### src/rtl/ptp_pkg.sv
// rtl/ptp_pkg.sv - shared types and constants for the ptp_frame serialiser
package ptp_pkg;

  typedef enum logic [1:0] {
    ST_IDLE,
    ST_HDR,
    ST_DATA
  } state_e;

  localparam logic [7:0] DEBUG_TAG = 8'hDB;
  localparam int         SEQ_W     = 8;

endpackage

### src/rtl/ptp_frame_next_ch.sv
// rtl/ptp_frame_next_ch.sv - find the lowest set mask bit strictly above idx_i
// (or the lowest set bit overall when first_i is high)
module ptp_next_ch #(
  parameter int NUM_CH = 5,
  parameter int IDX_W  = 3
) (
  input  logic [NUM_CH-1:0] mask_i,
  input  logic [IDX_W-1:0]  idx_i,
  input  logic              first_i,
  output logic [IDX_W-1:0]  next_idx_o,
  output logic              found_o
);

  // Descending scan so the lowest qualifying index is the one that sticks.
  always_comb begin
    next_idx_o = '0;
    found_o    = 1'b0;
    for (int k = NUM_CH - 1; k >= 0; k--) begin
      if (mask_i[k] && (first_i || (k > int'(idx_i)))) begin
        next_idx_o = IDX_W'(k);
        found_o    = 1'b1;
      end
    end
  end

endmodule

### src/rtl/ptp_frame.sv
// rtl/ptp_frame.sv - framed snapshot serialiser: header beat with sequence
// number, then masked channels MSB first in word or bit-serial beats
module ptp_frame
  import ptp_pkg::*;
#(
  parameter int NUM_CH = 5,
  parameter int CH_W   = 32,
  parameter int OUT_W  = 8
) (
  input  logic                     clk_i,
  input  logic                     reset_i,
  input  logic [NUM_CH*CH_W-1:0]   values_i,
  input  logic [NUM_CH-1:0]        ch_mask_i,
  input  logic                     bit_mode_i,
  input  logic                     debug_i,
  input  logic                     start_i,
  input  logic                     step_i,
  input  logic                     abort_i,
  output logic [OUT_W-1:0]         data_o,
  output logic                     valid_o,
  output logic                     sof_o,
  output logic                     eof_o,
  output logic                     busy_o
);

  localparam int IDX_W  = (NUM_CH > 1) ? $clog2(NUM_CH) : 1;
  localparam int BEAT_W = $clog2(CH_W);
  localparam logic [CH_W-1:0] LOW_MASK = {CH_W{1'b1}} >> 8;

  state_e                   state_q, state_d;
  logic [SEQ_W-1:0]         seq_q, seq_d;
  logic [NUM_CH*CH_W-1:0]   vals_q, vals_d;
  logic [NUM_CH-1:0]        mask_q, mask_d;
  logic                     bit_mode_q, bit_mode_d;
  logic                     debug_q, debug_d;
  logic [IDX_W-1:0]         ch_idx_q, ch_idx_d;
  logic [BEAT_W-1:0]        beat_idx_q, beat_idx_d;
  logic [OUT_W-1:0]         data_q, data_d;
  logic                     valid_q, valid_d;
  logic                     sof_q, sof_d;
  logic                     eof_q, eof_d;

  logic [IDX_W-1:0]         adv_idx;
  logic                     adv_found;
  logic [BEAT_W-1:0]        last_beat;
  logic [CH_W-1:0]          chan;
  logic [BEAT_W-1:0]        sel;
  logic                     last_ch;

  ptp_next_ch #(
    .NUM_CH (NUM_CH),
    .IDX_W  (IDX_W)
  ) u_next_ch (
    .mask_i     (mask_q),
    .idx_i      (ch_idx_q),
    .first_i    (state_q == ST_HDR),
    .next_idx_o (adv_idx),
    .found_o    (adv_found)
  );

  assign last_beat = bit_mode_q ? BEAT_W'(CH_W - 1) : BEAT_W'(CH_W / OUT_W - 1);

  always_comb begin
    state_d    = state_q;
    seq_d      = seq_q;
    vals_d     = vals_q;
    mask_d     = mask_q;
    bit_mode_d = bit_mode_q;
    debug_d    = debug_q;
    ch_idx_d   = ch_idx_q;
    beat_idx_d = beat_idx_q;

    unique case (state_q)
      ST_IDLE: begin
        if (start_i) begin
          vals_d     = values_i;
          mask_d     = ch_mask_i;
          bit_mode_d = bit_mode_i;
          debug_d    = debug_i;
          state_d    = ST_HDR;
        end
      end
      ST_HDR, ST_DATA: begin
        if (abort_i) begin
          state_d = ST_IDLE;
        end else if (step_i) begin
          if (state_q == ST_DATA && beat_idx_q != last_beat) begin
            beat_idx_d = beat_idx_q + 1'b1;
          end else if (adv_found) begin
            state_d    = ST_DATA;
            ch_idx_d   = adv_idx;
            beat_idx_d = '0;
          end else begin
            state_d = ST_IDLE;
            seq_d   = seq_q + 1'b1;
          end
        end
      end
      default: state_d = ST_IDLE;
    endcase
  end

  // Output lookahead: the beat for the state being entered is registered now.
  always_comb begin
    chan = '0;
    for (int k = 0; k < NUM_CH; k++) begin
      if (ch_idx_d == IDX_W'(k)) begin
        chan = debug_q ? ((CH_W'(DEBUG_TAG) << (CH_W - 8)) | (CH_W'(k) & LOW_MASK))
                       : vals_q[k*CH_W +: CH_W];
      end
    end
    last_ch = ((mask_q >> ch_idx_d) >> 1) == '0;
    sel     = '0;
    data_d  = '0;
    valid_d = (state_d != ST_IDLE);
    sof_d   = (state_d == ST_HDR);
    eof_d   = 1'b0;
    if (state_d == ST_HDR) begin
      data_d = OUT_W'(seq_q);
      eof_d  = (mask_d == '0);
    end else if (state_d == ST_DATA) begin
      if (bit_mode_q) begin
        sel    = BEAT_W'(CH_W - 1 - int'(beat_idx_d));
        data_d = OUT_W'(chan[sel]);
      end else begin
        sel    = BEAT_W'(CH_W - OUT_W - int'(beat_idx_d) * OUT_W);
        data_d = chan[sel +: OUT_W];
      end
      eof_d = (beat_idx_d == last_beat) && last_ch;
    end
  end

  always_ff @(posedge clk_i or posedge reset_i) begin
    if (reset_i) begin
      state_q    <= ST_IDLE;
      seq_q      <= '0;
      vals_q     <= '0;
      mask_q     <= '0;
      bit_mode_q <= 1'b0;
      debug_q    <= 1'b0;
      ch_idx_q   <= '0;
      beat_idx_q <= '0;
      data_q     <= '0;
      valid_q    <= 1'b0;
      sof_q      <= 1'b0;
      eof_q      <= 1'b0;
    end else begin
      state_q    <= state_d;
      seq_q      <= seq_d;
      vals_q     <= vals_d;
      mask_q     <= mask_d;
      bit_mode_q <= bit_mode_d;
      debug_q    <= debug_d;
      ch_idx_q   <= ch_idx_d;
      beat_idx_q <= beat_idx_d;
      data_q     <= data_d;
      valid_q    <= valid_d;
      sof_q      <= sof_d;
      eof_q      <= eof_d;
    end
  end

  assign data_o  = data_q;
  assign valid_o = valid_q;
  assign sof_o   = sof_q;
  assign eof_o   = eof_q;
  assign busy_o  = (state_q != ST_IDLE);

endmodule

### config.mk
export PLATFORM = sky130hd
export DESIGN_NAME = ptp_frame
export DESIGN_NICKNAME = d
export VERILOG_FILES = /design/src/rtl/ptp_pkg.sv /design/src/rtl/ptp_frame_next_ch.sv /design/src/rtl/ptp_frame.sv
export SDC_FILE = /design/constraint.sdc
export NUM_CORES = 1
export LEC_CHECK = 0
export CAP_MARGIN = 40
export CORE_MARGIN = 2
export CORE_UTILIZATION = 53
export CTS_CLUSTER_DIAMETER = 100
export CTS_CLUSTER_SIZE = 28
export DETAILED_ROUTE_END_ITERATION = 8
export PLACE_DENSITY = 0.77
export SLEW_MARGIN = 20
export SYNTH_ARGS = -nofsm -noshare
export SYNTH_HDL_FRONTEND = slang
export SYNTH_SLANG_ARGS = --single-unit
### constraint.sdc
create_clock -name clk_i -period 8.9 [get_ports clk_i]
set_input_delay 2.225 -clock clk_i [delete_from_list [all_inputs] [get_ports clk_i]]
set_output_delay 2.225 -clock clk_i [all_outputs]
set_load 0.005 [all_outputs]
=== Word-level counts from Yosys, hierarchy flattened ===
Cells that the tools add are included.

* Memory bits (read-only): 0
* Word-level logic and storage cells: 102
* Register bits: 196
* Input port bits: 172
* Output and inout bits: 12
* Bits in latches: 0
* RAM bits: 0
* Memories: 0

* Equality and inequality tests: 10
* Reduce and logical (&&, ||, !) cells: 20
* Div/mod/pow operators: 0
* Add/sub/neg operators: 4
* Multiplexer cells: 46
* Shift-type cells: 2
* $lt $le $gt $ge: 5
* Bitwise operators: 3
* $mul: 0

{| class="wikitable"
|+ Operator list
! cell !! number
|-
| 32-bit two-way mux || 10
|-
| 5-bit two-way mux || 8
|-
| 32-bit by 6-bit variable part select with 8-bit output || 1
|-
| 3-bit two-way mux || 10
|-
| 8-bit two-way mux || 3
|-
| 5-bit zero test || 2
|-
| 2-bit two-way mux || 5
|-
| 5-bit subtractor (first input constant) || 2
|-
| 8-bit by 1-bit adder with 8-bit output (second input constant) || 1
|-
| 1-bit two-way mux || 8
|-
| 1-bit logical AND || 7
|-
| 3-bit by 2-bit equality test with 1-bit output (second input constant) || 2
|-
| 2-bit by 3-bit greater-than comparator with 1-bit output (first input constant) || 2
|-
| 5-bit by 6-bit < comparator with 1-bit output (second input constant) || 1
|-
| 5-bit by 1-bit adder with 5-bit output (second input constant) || 1
|-
| 1-bit binary-select mux with 5-bit select || 1
|-
| 5-bit equality test || 1
|-
| 5-bit inequality test || 1
|-
| 5-bit AND reduction || 1
|-
| 5-bit by 3-bit right shift with 5-bit output || 1
|-
| 2-bit by 1-bit equality test with 1-bit output (second input constant) || 2
|-
| 2-bit equality test (second input constant) || 2
|-
| 1-bit logical OR || 4
|-
| 2-bit case mux with 2 select lines || 1
|-
| 10 further kinds || 13
|}

=== Depth between registers and ports, before layout ===
* Depth after elaboration: 24
* Mapped depth: 18
* Gate-level depth less buffers: 14

=== Hierarchy ===
A second synthesis with hierarchy kept.

* Cells, all modules: 835
* Area total of the unflattened synthesis: 9758.1 um^2

{| class="wikitable"
|+ Modules (own cells, without submodules)
! module !! cells each !! area each (um^2) !! sequential area each (um^2) !! instances
|-
| ptp_frame || 816 || 9626.7 || 4904.7 || 1
|-
| ptp_next_ch || 19 || 131.4 || 0.0 || 1
|}

=== Least setup slack after synthesis ===
Ideal clock, no wire load.

* Kind: input port to flip-flop
* Start point: in abort_i
* End point: reg data_q[0] (netlist: data_o[0])
* Slack: 3.813 ns
* Data arrival time: 4.968 ns
* Stages: 15
* Cells stage by stage: and3b_1 > clkbuf_1 > o211ai_2 > a221oi_2 > a22oi_4 > inv_4 > buf_6 > buf_6 > mux2_1 > a32oi_1 > o211ai_1 > o2111ai_1 > o311ai_1 > a41oi_1 > a21bo_1

* Longest elaborated chain between the ends: 13
* Elaborated cells between the ends (all ways): 26
* Classes of those cells: 2 x add/sub; 6 x eq/ne; 1 x shift; 16 x mux; 1 x reduce/logical

{| class="wikitable"
|+ RTL lines
! item !! RTL line !! RTL
|-
| start, declared || ptp_frame.sv:18 || <nowiki>input logic abort_i,</nowiki>
|-
| 3-bit two-way mux || ptp_frame.sv:84 || <nowiki>if (abort_i) begin</nowiki>
|-
| 3-bit two-way mux || ptp_frame.sv:73 || <nowiki>unique case (state_q)</nowiki>
|-
| 3-bit zero test || ptp_frame.sv:107 || <nowiki>if (ch_idx_d == IDX_W'(k)) begin</nowiki>
|-
| 32-bit two-way mux (5 in series) || ptp_frame.sv:107 ||
|-
| 1-bit binary-select mux with 5-bit select || ptp_frame.sv:124 || <nowiki>data_d = OUT_W'(chan[sel]);</nowiki>
|-
| 1-bit two-way mux (implied by the code) || ptp_frame.sv:124 ||
|-
| 8-bit two-way mux || ptp_frame.sv:122 || <nowiki>if (bit_mode_q) begin</nowiki>
|-
| 8-bit two-way mux || ptp_frame.sv:121 || <nowiki>end else if (state_d == ST_DATA) begin</nowiki>
|-
| 8-bit two-way mux (*) || ptp_frame.sv:118 || <nowiki>if (state_d == ST_HDR) begin</nowiki>
|-
| net data_d[0] || ptp_frame.sv:38 || <nowiki>logic [OUT_W-1:0] data_q, data_d;</nowiki>
|-
| end signal, assigned || ptp_frame.sv:156 || <nowiki>data_q <= data_d;</nowiki>
|-
| end, declared || ptp_frame.sv:38 ||
|}

The timed path passes the listed nets; every way through them passes the cells marked *. The select of a mux whose other input is x is not followed.
A chain may end at the register's enable or synchronous reset.

=== Worst setup path in the final report ===
* Start point: in step_i
* End point: reg data_q[0] (netlist: data_o[0])

* Longest elaborated chain between the ends: 14
* Elaborated cells between the ends (all ways): 29
* Classes of those cells: 2 x add/sub; 6 x eq/ne; 1 x shift; 19 x mux; 1 x reduce/logical

{| class="wikitable"
|+ RTL lines
! item !! RTL line !! RTL
|-
| start, declared || ptp_frame.sv:17 || <nowiki>input logic step_i,</nowiki>
|-
| 3-bit two-way mux || ptp_frame.sv:86 || <nowiki>end else if (step_i) begin</nowiki>
|-
| 3-bit two-way mux || ptp_frame.sv:84 ||
|-
| 3-bit two-way mux || ptp_frame.sv:73 ||
|-
| 3-bit zero test || ptp_frame.sv:107 ||
|-
| 32-bit two-way mux (5 in series) || ptp_frame.sv:107 ||
|-
| 1-bit binary-select mux with 5-bit select || ptp_frame.sv:124 ||
|-
| 1-bit two-way mux (implied by the code) || ptp_frame.sv:124 ||
|-
| 8-bit two-way mux || ptp_frame.sv:122 ||
|-
| 8-bit two-way mux || ptp_frame.sv:121 ||
|-
| 8-bit two-way mux (*) || ptp_frame.sv:118 ||
|-
| net data_d[0] || ptp_frame.sv:38 ||
|}

Marked as above.

==> metrics <==
H-tree depth=4; die area=20400 um2; post-route setup slack=2.46 ns; DR iter-0 viols=596; Synthesized Nets=1066; vias per inst=6.37; xor-xnor portion of the synthesized cell area=0.00857; Reg2Reg Setup Slack=3.93 ns; Worst Path Required=9.24 ns; # DRC=0; worst hold path class=reg -> reg; clock buffer depth=2; FF+latch count, synth=196; antenna viol nets, final=0; DP Worst Slack=2.19 ns; largest family of logic cells by synthesized area=multiplexers; GPL Wtd Cong=1.06; Final Core Density=0.690; I/O Pins=184; crit path max fanout=61; Setup TNS=0 ns; Vias=8427; final net count=1227; Final Hold Vio Count=0; Worst Setup Start Kind=input port; die height=143 um; Final Critical Period=6.44 ns; Synth Area in Adders=0.00734; unrepaired setup endpoints after global routing=false; Power Dens Cells=383 nW/um2; Synth Area in Compound Gates=0.172; Area contributors post-synth=dfrtp_1, mux2_2, nand2_1; Rel. slew slack=0.390; dominant cell type by area after synthesis=dfrtp_1; Placement Cell Area=12300 um2; status=completed; mean routed wirelength per cell=24.2 um; Worst Tran Pin Value=0.914 ns; CP endpoint kind=flop; crit path launch=step_i; number of setup violations in the final report=0; Starting Density=0.543; vias in the first global route=8516; core area=18800 um2; Yosys top cell area share=0.480; sequential area share after synthesis=0.480; Detailed Route WL=32000 um; fraction of layout cells with a size suffix above 1=0.237; ANT cells=0; Yosys cell types=88; largest net degree at the start of global routing=89; YS warnings=0; part of the cycle the worst path needs=0.724; 1st-pass router iterations=5; clock-pin slew on the worst setup and hold paths=0.08 ns; cts bufs inserted=17; Main synth FF type=dfrtp_1; Async SR Flop Fraction=1.00; total grt overflow=0; Synth Cell Area=10200 um2; initial antenna violation count=0; num rows=50; max-cap violations=0; simple logic cell fraction of the synthesized area=0.0966; Final Cell Area=13000 um2; DIE WIDTH=143 um; min-delay src=vals_q[97]; Crit Path Category=in -> reg; Skew-Pair Late Insertion Delay=0.45 ns; synthesis-to-finish area growth=27.1%; number of post-CTS setup repair buffers=0; Gates resized, CTS repair=0; clock sinks=196; post-DP HPWL=24000 um; fmax=0.155 GHz; R2R Path Start=state_q[1]; GRT Total Usage=0.323; first-pass GRT wire length=49400 um; Root Buffer=clkbuf_16; Post-synth EDFFs=0; port buffer count=183; CTS tree=yes; CP arrival=6.78 ns; mux cell area share after synthesis=0.199; clk_skew=0.0161 ns; Pins Over Slew Limit=0; CTS hold repair buffers=0; Hold WS=0.510 ns; Mapped Avg Cell Area=11.5 um2; post-synthesis instance total=888; leakage=5.29 nW; peak supply drop=0.157 mV
[stage by stage]
stage	std cells	power (W)
finish	1322	0.00498
detailed placement	1290	0.00407
floorplan	888	0.00323
global placement	1285	0.00402
CTS	1322	0.00492
global route	1322	0.00521
[routing by layer]
metal | vias up | wire length, um | global-route usage
li1 | 3713 | - | -
met1 | 4243 | 13300 | 0.437
met2 | 395 | 15600 | 0.530
met3 | 76 | 2130 | 0.0543
met4 | 0 | 972 | 0.110
met5 | - | 0 | 0
[cells by family after synthesis]
logic type	Yosys count
simple gates	190
fa+ha+maj	6
mux	182
flops	196
buf+inv	78
xor+xnor	10
compound gates	226
[registers in the layout, indices dropped and copies added, names as in the netlist, 2 cells and up]
name and flops:
vals_q 160, data_o 8, seq_q 8, beat_idx_q 5, mask_q 5, ch_idx_q 3
state_q 2
[layout make-up]
cell class	count	area (um2)
fillers	1397	5840
multi-input cells	614	4970
flip-flops and latches	196	4900
repair buffers	201	2040
clock buffers	17	425
well taps	260	325
clock inverters	15	238
inverters	19	83.8
[report_power, final]
group | internal, W | switching [W]
registers | 0.00132 | 0.000357
clock network | 0.000423 | 0.000419
logic | 0.00105 | 0.00141
[worst paths after layout]
check / cells past startpoint / to
max in group asynchronous: 5 / vals_q[103]
hold / removal: 1 / vals_q[97]
setup reg to reg: 14 / data_o[0]
hold reg to reg: 1 / vals_q[97]
setup / recovery: 13 / data_o[0]
min in group asynchronous: 2 / vals_q[30]
[synth_stat cells (11+ instances only)]
master,number
dfrtp_1,196
mux2_2,169
nand2_1,55
clkbuf_1,36
a21oi_1,34
nor2_1,30
nand3_1,26
o21ai_0,24
buf_2,14
inv_1,14
nand4_1,14
and3_1,13
a211oi_1,12
nor3_1,11
o211ai_1,11
[worst max-delay path, stage by stage]
cell	delay (ns)
clkdlybuf4s50_1	0.49
and3b_1	0.39
o211ai_2	0.25
a221oi_2	0.42
a22oi_4	0.11
inv_4	0.52
nand3_1	0.54
a21oi_1	0.60
a211oi_1	0.16
a2111oi_2	0.39
a2bb2oi_1	0.29
o21ai_0	0.13
a21bo_1	0.21
[placed cells by master (no fill, tap or decap), types with 6 or more instances in the layout]
| master | n |
|---|---|
| dfrtp_1 | 196 |
| clkdlybuf4s50_1 | 183 |
| mux2_2 | 169 |
| nand2_1 | 54 |
| a21oi_1 | 34 |
| nor2_1 | 30 |
| nand3_1 | 26 |
| o21ai_0 | 24 |
| clkbuf_16 | 17 |
| nand4_1 | 14 |
| inv_1 | 13 |
| and3_1 | 13 |
| buf_4 | 13 |
| a211oi_1 | 12 |
| nor3_1 | 11 |
| o211ai_1 | 11 |
| mux2i_1 | 10 |
| o22ai_1 | 8 |
| a32o_1 | 8 |
| o221ai_1 | 7 |
| a31oi_1 | 7 |
| or3_1 | 7 |
| a21o_1 | 7 |
| and4_1 | 6 |
| xnor2_1 | 6 |
| o22a_1 | 6 |
| o21ai_1 | 6 |
| o21a_1 | 6 |
| ha_1 | 6 |
| clkinv_8 | 6 |
Note: power is estimated with default switching activity, not from simulation.
